`src/rtl/touch_pkg.sv`:
```
// Shared definitions for the resistive touch-panel sampler.
// Contents: FSM state enumeration, plate-drive and ADC-channel encodings,
// axis indices and small decode helpers used by the top level.
package touch_pkg;

  typedef enum logic [2:0] {
    IDLE,
    SETTLE_X,
    CONV_X,
    SETTLE_Y,
    CONV_Y,
    PUBLISH
  } state_t;

  // One-hot plate drive so the two lines can never be energised together.
  typedef enum logic [1:0] {
    DRV_NONE = 2'b00,
    DRV_X    = 2'b01,
    DRV_Y    = 2'b10
  } drive_t;

  localparam logic CHAN_X = 1'b0;
  localparam logic CHAN_Y = 1'b1;

  localparam int AX_X     = 0;
  localparam int AX_Y     = 1;
  localparam int NUM_AXES = 2;

  function automatic drive_t drive_of(state_t s);
    case (s)
      SETTLE_X, CONV_X: return DRV_X;
      SETTLE_Y, CONV_Y: return DRV_Y;
      default:          return DRV_NONE;
    endcase
  endfunction

  // Channel follows the Y half of the frame so it stays put for a whole read.
  function automatic logic chan_of(state_t s);
    return (s == SETTLE_Y || s == CONV_Y) ? CHAN_Y : CHAN_X;
  endfunction

endpackage

```
`src/rtl/touch_sampler_if.sv`:
```
// Touch sampler bus: run control, plate drive, ADC request/response and
// the published coordinate frame.
//   master : sampler side (drives plates, ADC requests, results)
//   slave  : environment side (enable, ADC model, result consumer)
interface touch_sampler_if #(
  parameter int DATA_W = 10
);
  logic              enable;
  logic              drive_x;
  logic              drive_y;
  logic              adc_start;
  logic              adc_chan;
  logic              adc_done;
  logic [DATA_W-1:0] adc_data;
  logic [DATA_W-1:0] x_coord;
  logic [DATA_W-1:0] y_coord;
  logic              valid;
  logic              touched;

  modport master (
    input  enable, adc_done, adc_data,
    output drive_x, drive_y, adc_start, adc_chan,
           x_coord, y_coord, valid, touched
  );

  modport slave (
    output enable, adc_done, adc_data,
    input  drive_x, drive_y, adc_start, adc_chan,
           x_coord, y_coord, valid, touched
  );
endinterface

```
`src/rtl/touch_sampler_axis_accumulator.sv`:
```
// Per-axis sample accumulator.
//   clk, reset : clock, async active-high reset
//   clear      : zero sum and count (wins over add_en)
//   add_en     : add data to sum and bump count
//   data       : ADC sample
//   count      : samples taken since clear
//   sum        : running total, wide enough for 2^AVG_LOG2 full-scale samples
module axis_accumulator #(
  parameter int DATA_W   = 10,
  parameter int AVG_LOG2 = 4
) (
  input  logic                       clk,
  input  logic                       reset,
  input  logic                       clear,
  input  logic                       add_en,
  input  logic [DATA_W-1:0]          data,
  output logic [AVG_LOG2:0]          count,
  output logic [DATA_W+AVG_LOG2-1:0] sum
);
  localparam int ACC_W = DATA_W + AVG_LOG2;

  always_ff @(posedge clk or posedge reset) begin
    if (reset) begin
      count <= '0;
      sum   <= '0;
    end else if (clear) begin
      count <= '0;
      sum   <= '0;
    end else if (add_en) begin
      count <= count + 1'b1;
      sum   <= sum + ACC_W'(data);
    end
  end
endmodule

```
`src/rtl/touch_sampler.sv`:
```
// Resistive touch-panel sampler. Runs continuous frames while enabled:
// settle X plates, take 2^AVG_LOG2 X conversions, settle Y plates, take
// 2^AVG_LOG2 Y conversions, then publish the truncated averages for one
// cycle together with a touch flag.
//   clk, reset : clock, async active-high reset
//   bus        : touch_sampler_if.master (enable, plate drive, ADC
//                handshake, x_coord/y_coord/valid/touched)
module touch_sampler
  import touch_pkg::*;
#(
  parameter int DATA_W     = 10,
  parameter int AVG_LOG2   = 4,
  parameter int SETTLE_CYC = 1000,
  parameter int TOUCH_MIN  = 16
) (
  input  logic           clk,
  input  logic           reset,
  touch_sampler_if.master bus
);
  localparam int ACC_W = DATA_W + AVG_LOG2;
  localparam int CNT_W = AVG_LOG2 + 1;
  localparam int SET_W = (SETTLE_CYC < 2) ? 1 : $clog2(SETTLE_CYC);

  localparam logic [SET_W-1:0]  SETTLE_LAST = SET_W'(SETTLE_CYC - 1);
  localparam logic [CNT_W-1:0]  LAST_SMP    = CNT_W'((1 << AVG_LOG2) - 1);
  localparam logic [DATA_W-1:0] TMIN        = DATA_W'(TOUCH_MIN);

  state_t state, state_nx;

  logic [SET_W-1:0]                   settle_cnt;
  logic                               pending;
  logic                               acc_clr;
  logic                               in_conv, in_settle;
  logic                               start, take, last, axis;
  logic [NUM_AXES-1:0]                add_en;
  logic [NUM_AXES-1:0][CNT_W-1:0]     cnt;
  logic [NUM_AXES-1:0][ACC_W-1:0]     sum;
  logic [DATA_W-1:0]                  x_avg, y_avg, x_hold, y_hold;
  logic                               touch_now, touch_hold;
  drive_t                             drv;

  assign in_conv   = (state == CONV_X)   || (state == CONV_Y);
  assign in_settle = (state == SETTLE_X) || (state == SETTLE_Y);
  assign axis      = (state == CONV_Y);

  // Only a conversion we requested is accepted; strays are dropped.
  assign take  = in_conv && pending && bus.adc_done;
  assign last  = take && (cnt[axis] == LAST_SMP);
  // No new request on the cycle we are being told to stop.
  assign start = in_conv && !pending && bus.enable;

  assign add_en[AX_X] = take && (state == CONV_X);
  assign add_en[AX_Y] = take && (state == CONV_Y);

  for (genvar a = 0; a < NUM_AXES; a++) begin : g_axis
    axis_accumulator #(
      .DATA_W   (DATA_W),
      .AVG_LOG2 (AVG_LOG2)
    ) u_acc (
      .clk    (clk),
      .reset  (reset),
      .clear  (acc_clr),
      .add_en (add_en[a]),
      .data   (bus.adc_data),
      .count  (cnt[a]),
      .sum    (sum[a])
    );
  end

  always_ff @(posedge clk or posedge reset) begin
    if (reset) state <= IDLE;
    else       state <= state_nx;
  end

  always_comb begin
    state_nx = state;
    acc_clr  = 1'b0;
    unique case (state)
      IDLE:     if (bus.enable) begin
                  state_nx = SETTLE_X;
                  acc_clr  = 1'b1;
                end
      SETTLE_X: if (settle_cnt == SETTLE_LAST) state_nx = CONV_X;
      CONV_X:   if (last) state_nx = SETTLE_Y;
      SETTLE_Y: if (settle_cnt == SETTLE_LAST) state_nx = CONV_Y;
      CONV_Y:   if (last) state_nx = PUBLISH;
      PUBLISH:  if (bus.enable) begin
                  state_nx = SETTLE_X;
                  acc_clr  = 1'b1;
                end else begin
                  state_nx = IDLE;
                end
      default:  state_nx = IDLE;
    endcase
    // A dropped enable abandons the frame; a publish in flight still lands.
    if (!bus.enable && state != PUBLISH) begin
      state_nx = IDLE;
      acc_clr  = 1'b0;
    end
  end

  // Counts cycles spent in the current settle state; restarts on every entry.
  always_ff @(posedge clk or posedge reset) begin
    if (reset)                               settle_cnt <= '0;
    else if (in_settle && state_nx == state) settle_cnt <= settle_cnt + 1'b1;
    else                                     settle_cnt <= '0;
  end

  always_ff @(posedge clk or posedge reset) begin
    if (reset)                 pending <= 1'b0;
    else if (start)            pending <= 1'b1;
    else if (take || !in_conv) pending <= 1'b0;
  end

  assign x_avg     = DATA_W'(sum[AX_X] >> AVG_LOG2);
  assign y_avg     = DATA_W'(sum[AX_Y] >> AVG_LOG2);
  assign touch_now = (x_avg >= TMIN) && (y_avg >= TMIN);

  always_ff @(posedge clk or posedge reset) begin
    if (reset) begin
      x_hold     <= '0;
      y_hold     <= '0;
      touch_hold <= 1'b0;
    end else if (state == PUBLISH) begin
      x_hold     <= x_avg;
      y_hold     <= y_avg;
      touch_hold <= touch_now;
    end
  end

  // Fresh averages are presented in the publish cycle itself, then held.
  assign drv           = drive_of(state);
  assign bus.drive_x   = (drv == DRV_X);
  assign bus.drive_y   = (drv == DRV_Y);
  assign bus.adc_start = start;
  assign bus.adc_chan  = chan_of(state);
  assign bus.valid     = (state == PUBLISH);
  assign bus.x_coord   = bus.valid ? x_avg     : x_hold;
  assign bus.y_coord   = bus.valid ? y_avg     : y_hold;
  assign bus.touched   = bus.valid ? touch_now : touch_hold;
endmodule

```
`src/flat_wrapper.sv`:
```
// flat-port wrapper written by rule: the top's interface ports become plain ports
module touch_sampler_flat import touch_pkg::*;
#(
  parameter int DATA_W     = 10,
  parameter int AVG_LOG2   = 4,
  parameter int SETTLE_CYC = 1000,
  parameter int TOUCH_MIN  = 16
)
  (clk, reset, bus_enable, bus_adc_done, bus_adc_data, bus_drive_x, bus_drive_y, bus_adc_start, bus_adc_chan, bus_x_coord, bus_y_coord, bus_valid, bus_touched);
  touch_sampler_if #(.DATA_W(DATA_W)) bus_i ();
  input  logic clk;
  input  logic reset;
  input wire logic [$bits(bus_i.enable)-1:0] bus_enable;
  input wire logic [$bits(bus_i.adc_done)-1:0] bus_adc_done;
  input wire logic [$bits(bus_i.adc_data)-1:0] bus_adc_data;
  output wire logic [$bits(bus_i.drive_x)-1:0] bus_drive_x;
  output wire logic [$bits(bus_i.drive_y)-1:0] bus_drive_y;
  output wire logic [$bits(bus_i.adc_start)-1:0] bus_adc_start;
  output wire logic [$bits(bus_i.adc_chan)-1:0] bus_adc_chan;
  output wire logic [$bits(bus_i.x_coord)-1:0] bus_x_coord;
  output wire logic [$bits(bus_i.y_coord)-1:0] bus_y_coord;
  output wire logic [$bits(bus_i.valid)-1:0] bus_valid;
  output wire logic [$bits(bus_i.touched)-1:0] bus_touched;
  assign bus_i.enable = bus_enable;
  assign bus_i.adc_done = bus_adc_done;
  assign bus_i.adc_data = bus_adc_data;
  assign bus_drive_x = bus_i.drive_x;
  assign bus_drive_y = bus_i.drive_y;
  assign bus_adc_start = bus_i.adc_start;
  assign bus_adc_chan = bus_i.adc_chan;
  assign bus_x_coord = bus_i.x_coord;
  assign bus_y_coord = bus_i.y_coord;
  assign bus_valid = bus_i.valid;
  assign bus_touched = bus_i.touched;
  touch_sampler #(.DATA_W(DATA_W), .AVG_LOG2(AVG_LOG2), .SETTLE_CYC(SETTLE_CYC), .TOUCH_MIN(TOUCH_MIN)) u_core (.clk(clk), .reset(reset), .bus(bus_i));
endmodule
```
`config.mk`:
```
export PLATFORM = sky130hd
export DESIGN_NAME = touch_sampler_flat
export DESIGN_NICKNAME = d
export VERILOG_FILES = /design/src/rtl/touch_pkg.sv /design/src/rtl/touch_sampler_if.sv /design/src/rtl/touch_sampler_axis_accumulator.sv /design/src/rtl/touch_sampler.sv /design/src/flat_wrapper.sv
export SDC_FILE = /design/constraint.sdc
export NUM_CORES = 1
export LEC_CHECK = 0
export CAP_MARGIN = 10
export CORE_MARGIN = 5
export CORE_UTILIZATION = 55
export DETAILED_ROUTE_END_ITERATION = 8
export PLACE_DENSITY = 0.77
export SKIP_LAST_GASP = 1
export SYNTH_ARGS = -nofsm -noshare
export SYNTH_HDL_FRONTEND = slang
export SYNTH_SLANG_ARGS = --single-unit
```
`constraint.sdc`:
```
create_clock -name clk -period 4.1 [get_ports clk]
set_input_delay 0.41 -clock clk [delete_from_list [all_inputs] [get_ports clk]]
set_output_delay 0.41 -clock clk [all_outputs]
set_load 0.01 [all_outputs]
```
==> out/metrics.csv <==
stage;metric;value;unit
floorplan;row_count;31;
synthesis;synth.top_cell.area_share;45.5;%
timing;drv_slew;0;
synthesis;synth_flop_cell;dfrtp_1;
synthesis;async_flop_share;100;%
routing;vias;3162;
synthesis;synth_warnings;0;
clocking;root_buffer;clkbuf_8;
timing;period_minus_slack;3.03;ns
timing;slew_headroom;32.0;%
synthesis;synth_edf_count;0;
layout;num_antenna_cells;0;
critical_path;startpoint_type;register;
layout;final_nets;499;
layout;regArea;1830;µm²
clocking;cts_resized;0;
global_routing;grtUsageMet2;34.1;%
clocking;cts_tree;done;
synthesis;synth.avg_cell_area;9.57;µm²
global_routing;grt_max_degree;51;
timing;fin_crit_sh;73.9;%
timing;tightestPinTransition;1.02;ns
synthesis;synth.area.top_cells;dfrtp_1 46%, nand2_1 8.4%, ha_1 7.2%;
clocking;cts_made_buffers;9;
clocking;clkTransAtPathRegs;0.07;ns
clocking;postCtsSetupBuffers;0;
run_status;status;complete, no violations;
synthesis;synth_cells;419;
job;drv_cap;0;
timing;max_freq;330;MHz
synthesis;synth_nets;458;
place;gp_congestion;0.873;
critical_path;crit_type;register to output pin;
timing;clock_skew;0.0139;ns
routing;drt_first_iter_violations;166;
layout;nFillCells;589;
critical_path;timing.rr.start;u_core.state[0];
timing;fin_tns_setup;0;ns
synthesis;ys_seq_elements;73;
power;irDropWorstVdd;185;µV
routing;drt_wl_total;8480;µm
timing;finalHoldViolations;0;
synthesis;synth_area;4010;µm²
global_routing;grt_util_met3;3.39;%
synthesis;ys_seq_area_share;45.5;%
layout;final_common_cell;nand2_1;
power;leakagePower;2.28;nW
routing;vias_per_cell;5.61;
clocking;cts_buffer_depth;2;
timing;fin_hold_ws;0.452;ns
critical_path;arrival;2.62;ns
routing;wl_per_cell;15.0;µm
routing;drc;0;
layout;multi_input_area;2080;µm²
clocking;h-tree-depth;3;
global_routing;track_usage;21.0;%
global_routing;grt_pass1_wl;15000;µm
place;dp_hpwl;6150;µm
floorplan;initial_core_util;55.9;%
global_routing;first_global_vias;3196;
global_routing;gr-total-overflow;0;
layout;final_cells;564;
clocking;tritoncts_num_sinks;73;
layout;mostFrequentLayoutCells;90 x nand2_1, 73 x dfrtp_1, 39 x clkdlybuf4s50_1;
clocking;insertion_delay;0.35;ns
routing;drtPass1Iterations;4;
place;port_buffers;39;
synthesis;yosysUniqueCellTypes;48;
routing;ant_nets;0;
floorplan;io_pins;40;
critical_path;end_kind;output pin;
critical_path;critPathMaxFanout;23;
worst_hold_path;hp-class;register to register;
critical_path;setup.worst_path.start;u_core.state[1];
global_routing;grt_most_used_layer;met2;
floorplan;core_area;7180;µm²
layout;drive_above_1_share;5.81;%
global_routing;gr-usage-met1;28.5;%
floorplan;dieHeight;95.4;µm
critical_path;cp.required;3.69;ns
layout;area_growth;16.8;%
power;power_density;294;nW/µm²
timing;rsz0062_at_grt;no;
timing;setup_violations;0;
synthesis;synth_top_area_cell;dfrtp_1;
place;placed_cells;548;
clocking;cts_hold_buf;0;
floorplan;design.die.area;9100;µm²
global_routing;antenna_found_initial;0;
worst_hold_path;min_from;u_core.settle_cnt[0];
floorplan;die_w;95.4;µm
-- registers in the layout (all words and copies together), names as in the netlist --
name / flops
u_core.x_hold: 10
u_core.settle_cnt: 10
u_core.touch_hold: 1
u_core.g_axis.u_acc.count: 10
u_core.pending: 1
u_core.state: 3
u_core.g_axis.u_acc.sum: 28
u_core.y_hold: 10
-- metal layers --
| layer | wire [µm] | vias to the layer above |
|---|---|---|
| met5 | 0 | - |
| li1 | - | 1567 |
| met2 | 4030 | 59 |
| met3 | 339 | 12 |
| met1 | 3960 | 1524 |
| met4 | 149 | 0 |
-- worst max-delay path: stages, from the launching register on --
cell and delay (ns):
dfrtp_1 0.57, nand3b_1 0.25, buf_4 0.23, inv_1 0.47, nand2_1 0.11, nand2_1 0.10, clkdlybuf4s50_1 0.56
-- Yosys cell counts, types with 2 or more instances --
cell,n
nor2b_1,5
mux2i_1,4
a211oi_1,6
o21ai_0,24
o21ai_1,6
and3_1,6
fa_1,2
or3_1,8
or4_1,3
a41oi_1,2
clkbuf_1,5
buf_6,3
ha_1,23
xor2_1,16
a22o_1,6
nand4_1,6
nor2_2,2
a32o_1,4
nand2b_1,3
nand4b_1,3
nand2_1,90
nor2_1,25
buf_2,5
o31ai_1,3
nand3_1,8
nor3_1,4
nand3b_1,2
and4_1,2
o211ai_1,6
a21o_1,13
xnor2_1,12
dfrtp_1,73
a21oi_1,19
inv_1,6
-- worst paths after layout --
check                                                  end  slack [ns]  cells after the start
max reg2reg                 u_core.g_axis[1].u_acc.sum[12]        1.79                      5
max in group asynchronous  u_core.g_axis[0].u_acc.count[3]        2.69                      3
min reg2reg                           u_core.settle_cnt[0]        0.45                      1
min                                   u_core.settle_cnt[0]        0.45                      1
min in group asynchronous                 u_core.y_hold[9]        0.63                      2
max                                         bus_y_coord[1]        1.07                      6
-- kinds of logic after synthesis --
| kind of cell | synth area share (%) |
|---|---|
| compound gates | 15.7 |
| flops | 45.5 |
| mux | 0.998 |
| simple gates | 21.0 |
| xor+xnor | 6.11 |
| buf+inv | 2.50 |
| fa+ha+maj | 8.17 |
-- stage by stage --
step	total power, mW	util [%]	setup WS (ns)	cell area (µm²)
global route	1.44	65.3	0.834	4680
floorplan	0.788	-	1.84	4010
finish	1.38	65.3	1.07	4680
global placement	0.817	62.4	1.42	4480
CTS	1.39	65.3	1.05	4680
detailed placement	0.819	62.4	1.35	4480
-- cell type report --
type                    count  area share [%]
flip-flops and latches     73            39.0
multi-input cells         327            44.5
inverters                   6           0.481
repair buffers             43            8.97
well taps                  99            2.64
clock buffers              12            3.31
clock inverters             4            1.10
-- report_power, final --
group          switching (mW)  internal (mW)
sequential            0.00210          0.721
combinational          0.0510         0.0305
clock                   0.257          0.315
Power figures use the tool's default switching activity.
